$ cat src/rtl/stream_prefetcher_pkg.sv
// Shared types, sizing constants and helpers for the stream prefetcher.
// CLSIZE_E (log2 of cache-line bytes) normally comes from the global config header.
`ifndef CLSIZE_E
`define CLSIZE_E 6
`endif

package stream_prefetcher_pkg;

  localparam int CLSIZE_E = `CLSIZE_E;
  localparam int LINE_W   = 32 - CLSIZE_E;
  localparam int PAGE_LSB = 12 - CLSIZE_E;

  typedef struct packed {
    logic [31:0] addr;
    logic        miss;
    logic        valid;
  } PFTrain;

  typedef struct packed {
    logic [31:0] addr;
    logic        valid;
  } Prefetch;

  typedef struct packed {
    logic existing;
    logic valid;
  } Prefetch_ACK;

  typedef enum logic [1:0] {
    IDLE,
    TRAIN,
    ISSUE,
    WAIT_ACK
  } PFState;

  // Counter width able to hold 0..n-1, never narrower than one bit.
  function automatic int clogb(input int n);
    return (n <= 2) ? 1 : $clog2(n);
  endfunction

endpackage

$ cat src/rtl/stream_prefetcher_ack_timer.sv
// pf_ack_timer: counts cycles since a prefetch was accepted; o_expire holds once TIMEOUT is reached.
module pf_ack_timer
  import stream_prefetcher_pkg::*;
#(
  parameter int TIMEOUT = 8
) (
  input  logic clk,
  input  logic rst,
  input  logic i_start,
  input  logic i_clear,
  output logic o_expire
);

  localparam int CW = clogb(TIMEOUT + 1);

  logic [CW-1:0] r_count;
  logic          r_running;

  // Starting at 1 makes the count equal to cycles elapsed since the accept edge.
  always_ff @(posedge clk) begin
    if (rst || i_clear) begin
      r_count   <= '0;
      r_running <= 1'b0;
    end else if (i_start) begin
      r_count   <= CW'(1);
      r_running <= 1'b1;
    end else if (r_running && !o_expire) begin
      r_count <= r_count + CW'(1);
    end
  end

  assign o_expire = r_running && (r_count == CW'(TIMEOUT));

endmodule

$ cat src/rtl/stream_prefetcher.sv
// stream_prefetcher: ascending next-line stream prefetcher with ack timeout and retry.
// Optional build macro PF_STATS_EN enables the saturating issued/existing/timeout counters.
module stream_prefetcher
  import stream_prefetcher_pkg::*;
#(
  parameter int DEGREE        = 4,
  parameter int ACK_TIMEOUT   = 8,
  parameter int MAX_RETRY     = 1,
  parameter int USELESS_LIMIT = 4
) (
  input  logic        clk,
  input  logic        rst,
  input  PFTrain      IN_access,
  input  logic        IN_flush,
  output Prefetch     OUT_prefetch,
  input  logic        IN_prefetchReady,
  input  Prefetch_ACK IN_prefetchAck,
  output logic        OUT_busy,
  output logic [31:0] OUT_statIssued,
  output logic [31:0] OUT_statExisting,
  output logic [31:0] OUT_statTimeout
);

  localparam int RW = clogb(MAX_RETRY + 1);
  localparam int UW = clogb(USELESS_LIMIT + 1);

  PFState              r_state, w_state;
  logic [LINE_W-1:0]   r_lastMiss, w_lastMiss;
  logic [LINE_W-1:0]   r_demandLine, w_demandLine;
  logic [LINE_W-1:0]   r_P, w_P;
  logic [RW-1:0]       r_retry, w_retry;
  logic [UW-1:0]       r_useless, w_useless;
  logic                r_pfValid, w_pfValid;

  logic [LINE_W-1:0]   w_accLine;
  logic                w_accMiss, w_inWindow, w_offStream;
  logic                w_accept, w_pageCross, w_expire, w_timerClear;
  logic [3:0]          w_diffNext;
  logic                w_incIssued, w_incExisting, w_incTimeout;
  logic                w_unusedAddr;

  assign w_accLine    = IN_access.addr[31:CLSIZE_E];
  assign w_unusedAddr = ^IN_access.addr[CLSIZE_E-1:0];
  assign w_accMiss    = IN_access.valid && IN_access.miss;
  assign w_inWindow   = (w_accLine > r_demandLine) && (w_accLine <= r_P);
  assign w_offStream  = w_accMiss && ((w_accLine < r_demandLine) || (w_accLine > r_P));
  assign w_accept     = r_pfValid && IN_prefetchReady;
  assign w_pageCross  = r_P[LINE_W-1:PAGE_LSB] != r_demandLine[LINE_W-1:PAGE_LSB];

  always_comb begin
    w_state       = r_state;
    w_lastMiss    = r_lastMiss;
    w_demandLine  = r_demandLine;
    w_P           = r_P;
    w_retry       = r_retry;
    w_useless     = r_useless;
    w_incIssued   = 1'b0;
    w_incExisting = 1'b0;
    w_incTimeout  = 1'b0;
    unique case (r_state)
      IDLE: begin
        if (w_accMiss) begin
          w_lastMiss = w_accLine;
          w_state    = TRAIN;
        end
      end
      TRAIN: begin
        if (w_accMiss) begin
          if (w_accLine == r_lastMiss + LINE_W'(1)) begin
            w_demandLine = w_accLine;
            w_P          = w_accLine + LINE_W'(1);
            w_retry      = '0;
            w_useless    = '0;
            w_state      = ISSUE;
          end else begin
            w_lastMiss = w_accLine;
          end
        end
      end
      ISSUE, WAIT_ACK: begin
        // An off-stream miss retrains and abandons whatever is outstanding.
        if (w_offStream) begin
          w_lastMiss = w_accLine;
          w_state    = TRAIN;
        end else begin
          if (IN_access.valid && w_inWindow) w_demandLine = w_accLine;
          if (r_state == ISSUE) begin
            if (w_pageCross) begin
              w_state = IDLE;
            end else if (w_accept) begin
              w_state     = WAIT_ACK;
              w_incIssued = 1'b1;
            end
          end else if (IN_prefetchAck.valid) begin
            w_P = r_P + LINE_W'(1);
            if (IN_prefetchAck.existing) begin
              w_useless     = r_useless + UW'(1);
              w_incExisting = 1'b1;
              w_state       = (r_useless + UW'(1) == UW'(USELESS_LIMIT)) ? IDLE : ISSUE;
            end else begin
              w_useless = '0;
              w_retry   = '0;
              w_state   = ISSUE;
            end
          end else if (w_expire) begin
            w_incTimeout = 1'b1;
            if (r_retry < RW'(MAX_RETRY)) begin
              w_retry = r_retry + RW'(1);
              w_state = ISSUE;
            end else begin
              w_state = IDLE;
            end
          end
        end
      end
      default: w_state = IDLE;
    endcase
    if (IN_flush) begin
      w_state       = IDLE;
      w_incIssued   = 1'b0;
      w_incExisting = 1'b0;
      w_incTimeout  = 1'b0;
    end
  end

  // Valid re-asserts one cycle after entering ISSUE, giving the 5-cycle best-case cadence.
  assign w_diffNext = w_P[3:0] - w_demandLine[3:0];
  assign w_pfValid  = (r_state == ISSUE) && (w_state == ISSUE) && !w_accept &&
                      (w_diffNext <= 4'(DEGREE)) &&
                      (w_P[LINE_W-1:PAGE_LSB] == w_demandLine[LINE_W-1:PAGE_LSB]);

  always_ff @(posedge clk) begin
    if (rst) begin
      r_state      <= IDLE;
      r_lastMiss   <= '0;
      r_demandLine <= '0;
      r_P          <= '0;
      r_retry      <= '0;
      r_useless    <= '0;
      r_pfValid    <= 1'b0;
    end else begin
      r_state      <= w_state;
      r_lastMiss   <= w_lastMiss;
      r_demandLine <= w_demandLine;
      r_P          <= w_P;
      r_retry      <= w_retry;
      r_useless    <= w_useless;
      r_pfValid    <= w_pfValid;
    end
  end

  assign w_timerClear = IN_flush || ((r_state == WAIT_ACK) && (w_state != WAIT_ACK));

  pf_ack_timer #(.TIMEOUT(ACK_TIMEOUT)) u_ackTimer (
    .clk      (clk),
    .rst      (rst),
    .i_start  (w_accept),
    .i_clear  (w_timerClear),
    .o_expire (w_expire)
  );

  assign OUT_prefetch.addr  = {r_P, {CLSIZE_E{1'b0}}};
  assign OUT_prefetch.valid = r_pfValid;
  assign OUT_busy           = (r_state != IDLE);

`ifdef PF_STATS_EN
  logic [31:0] r_statIssued, r_statExisting, r_statTimeout;

  always_ff @(posedge clk) begin
    if (rst) begin
      r_statIssued   <= '0;
      r_statExisting <= '0;
      r_statTimeout  <= '0;
    end else begin
      if (w_incIssued && (r_statIssued != '1))     r_statIssued   <= r_statIssued + 32'd1;
      if (w_incExisting && (r_statExisting != '1)) r_statExisting <= r_statExisting + 32'd1;
      if (w_incTimeout && (r_statTimeout != '1))   r_statTimeout  <= r_statTimeout + 32'd1;
    end
  end

  assign OUT_statIssued   = r_statIssued;
  assign OUT_statExisting = r_statExisting;
  assign OUT_statTimeout  = r_statTimeout;
`else
  logic w_unusedStats;
  assign w_unusedStats    = ^{w_incIssued, w_incExisting, w_incTimeout};
  assign OUT_statIssued   = '0;
  assign OUT_statExisting = '0;
  assign OUT_statTimeout  = '0;
`endif

endmodule

$ cat config.mk
export PLATFORM = sky130hd
export DESIGN_NAME = stream_prefetcher
export DESIGN_NICKNAME = d
export VERILOG_FILES = /design/src/rtl/stream_prefetcher_pkg.sv /design/src/rtl/stream_prefetcher_ack_timer.sv /design/src/rtl/stream_prefetcher.sv
export SDC_FILE = /design/constraint.sdc
export NUM_CORES = 1
export LEC_CHECK = 0
export BUFFER_PORTS_ARGS = -buffer_cell sky130_fd_sc_hd__buf_4
export CORE_MARGIN = 1
export CORE_UTILIZATION = 40
export DETAILED_ROUTE_END_ITERATION = 10
export HOLD_SLACK_MARGIN = 0.12
export PLACE_DENSITY = 0.6
export SLEW_MARGIN = 30
export SYNTH_ARGS = -nofsm -noshare
export SYNTH_HDL_FRONTEND = slang
export SYNTH_SLANG_ARGS = --single-unit
$ cat constraint.sdc
create_clock -name clk -period 5.3 [get_ports clk]
set_input_delay 0.265 -clock clk [delete_from_list [all_inputs] [get_ports clk]]
set_output_delay 0.265 -clock clk [all_outputs]
set_load 0.02 [all_outputs]
==> metrics.txt <==
post-synthesis cell type count 79; WL per Instance 18.3 um; Yosys top cell area share 21.3%; Finished Core Util 45.1%; vias in the first global route 6,648; Worst R2R Path Depth 17; Final Hold Fails 0; CP endpoint kind flip-flop; drt first-iter violations 695; layout cells sized above 1 11.6%; Post-DP HPWL 19,600 um; Buffers on Ports 61; Post-synth top cells buf_4 (104), nor2_1 (102), dfxtp_1 (90), xnor2_1 (72), nand2_1 (66); reg2reg start r_lastMiss[4]; CP startpoint kind flip-flop; Async SR Flop Fraction 0%; critical path fanouts, max 15; R2R setup slack 0.43 ns; Antenna Cells 0; Peak Freq 206 MHz; DR vias/cell 5.50; Worst-Margin Slew 0.967 ns; register bit total from synthesis 90; CTS buffer count 9; leading cell type by number of instances after synthesis buf_4; Cell Rows 52; TritonCTS clock tree yes; GR Util All Layers 23.6%; final setup TNS 0 ns; Yosys warning count 0; Chip Width 147 um; Post-Layout Cell Count 1,399; first-pass GRT wire length 39,000 um; WS Path Type reg2reg; Die H 147 um; core area 0.0205 mm^2; final net count 1,226; final worst slack 0.434 ns; P&R area growth vs syn 9.23%; Worst-path clk slew 0.07 ns; Placed Cells 1,381; Synth Flop Type dfxtp_1; Final Power 1.70 mW; root buf cell clkbuf_16; max-cap violations 0; dpl ws 0.354 ns; via count 7,697; Clock Latency Late Sink 0.36 ns; Crit path arrival time 5.14 ns; VDD IR max 154 uV; initial antenna violation count 0; cell taking the most area after synthesis dfxtp_1; Syn Std Cell Area 0.00846 mm^2; sequential share of the synthesized area 21.3%; RSZ-0062 raised after global routing false; CP required 5.58 ns; PD cells 184 mW/mm^2; Final setup viols 0; Hold Path Stages 3; Clock Tree Buf Depth 2; worst min path class in2reg; DRC 0; hold path startpoint IN_prefetchReady; num ports 170; Syn Area/Cell 7.87 um^2; CTS H-tree depth 3; Final Cycle Share 91.8%; largest net degree at the start of global routing 86; GRT overflow 0; Pre-antenna DRT Iters 5; initial core utilization 41.3%; Max Slew Vio Count 0; clk sink count 90; Area contributors post-synth dfxtp_1 (21%), buf_4 (9.2%), ha_1 (9.2%), xnor2_1 (7.5%), mux2i_1 (6.6%); Tmin final 4.87 ns; worst r2r dst r_pfValid; number of enable flip-flop cells after synthesis 0; Worst Clk Skew 0.0109 ns; Mapped Cells 1,075; leakage 3.74 nW; RD Place Congestion 0.927; overall routed net length 25,600 um; status completed; Hold EP u_ackTimer.r_running; Die ar. 0.0217 mm^2; Routed Antenna Nets 0; worst relative slew slack 35.5%
==> state kept, by name, indices dropped and copies added (netlist names), named ones only <==
signal,flops
r_P,26
r_lastMiss,26
u_ackTimer.r_count,4
r_useless,3
r_demandLine,25
r_retry,1
r_state,2
r_pfValid,1
u_ackTimer.r_running,1
==> worst max path at each step <==
stage             startpoint         to  slack (ns)
4_1_cts        r_lastMiss[4]  r_pfValid        0.32
5_1_grt        r_lastMiss[0]  r_pfValid        0.04
2_1_floorplan        r_P[16]  r_pfValid        0.72
3_3_place_gp   r_lastMiss[0]  r_pfValid        0.41
6_report       r_lastMiss[4]  r_pfValid        0.43
3_5_place_dp   r_lastMiss[8]  r_pfValid        0.35
==> where the power goes <==
part | leakage [nW] | total, mW | internal (mW) | switching, mW
Combinational | 2.87 | 0.302 | 0.0940 | 0.208
Sequential | 0.728 | 0.700 | 0.686 | 0.0149
Clock | 0.150 | 0.697 | 0.384 | 0.313
Total | 3.74 | 1.70 | 1.16 | 0.536
==> placed cells by master, fill, tap and decap left out, types with 4 or more instances in the layout <==
| cell | instances |
|---|---|
| nor2_1 | 102 |
| o21ai_0 | 28 |
| or4_1 | 8 |
| a211o_1 | 5 |
| nand3_1 | 39 |
| mux2i_1 | 56 |
| and3_1 | 17 |
| nor4_2 | 4 |
| nor3b_1 | 4 |
| a221oi_1 | 5 |
| o22ai_1 | 4 |
| or3_1 | 7 |
| conb_1 | 102 |
| nor2b_1 | 18 |
| o31ai_1 | 4 |
| and4_1 | 12 |
| nor4b_1 | 6 |
| xor2_1 | 36 |
| clkbuf_16 | 9 |
| xnor2_1 | 72 |
| nor3_1 | 22 |
| inv_1 | 64 |
| nor4_1 | 20 |
| a21o_1 | 10 |
| a21oi_1 | 44 |
| dfxtp_1 | 90 |
| nand2_1 | 66 |
| nand4_1 | 32 |
| o211ai_1 | 11 |
| buf_4 | 85 |
| ha_1 | 62 |
==> worst max-delay path, stage by stage (launching register included) <==
cell and delay (ns):
dfxtp_1 0.48, nand3_4 0.24, or2_1 0.34, or4_1 0.46, and3b_1 0.23, nor4b_1 0.40
or4b_1 0.58, o21ai_1 0.25, inv_1 0.15, a21oi_1 0.23, ha_1 0.28, a21o_1 0.18
a21oi_1 0.19, o21ai_0 0.14, nand3_1 0.12, nor4b_1 0.23, nand4_1 0.14, nor4_2 0.15
==> layout make-up <==
cell class	count	area (um^2)
Fill cell	2074	11300
Clock inverter	6	72.6
Sequential cell	90	1800
Inverter	66	248
Multi-Input combinational cell	871	5890
Tap cell	270	338
Timing Repair Buffer	86	648
Clock buffer	10	239
==> metal layers <==
layer	part of all wire (%)	vias to the layer above	GRT usage (%)
li1	-	3696	-
met1	47	3614	34.3
met2	42	337	34.7
met3	7.3	50	3.27
met4	3.2	0	9.90
met5	0	-	0
==> kinds of logic after synthesis <==
logic type	after synthesis	synth area share [%]
flops	90	21.3
mux	58	6.94
buf+inv	215	14.3
fa+ha+maj	62	9.17
compound gates	154	12.2
other cells	1	0.0443
xor+xnor	109	11.4
simple gates	386	24.7
==> per-stage QoR <==
step / cell area, um^2 / hold slack, ns
after global routing: 9240 / 0.210
after CTS: 9180 / 0.161
final: 9240 / 0.168
after detailed placement: 8860 / 0.445
after global placement: 8860 / 0.443
after floorplan: 8840 / 0.344
==> timing repair <==
action | 4_1_cts | 5_1_grt
buffers inserted | 0 | 1
endpoints found under the hold margin | 2 | 0
resized for setup | 0 | 11
hold buffers | 1 | 0
endpoints found under the setup margin | 0 | 1
Power figures use the tool's default switching activity.
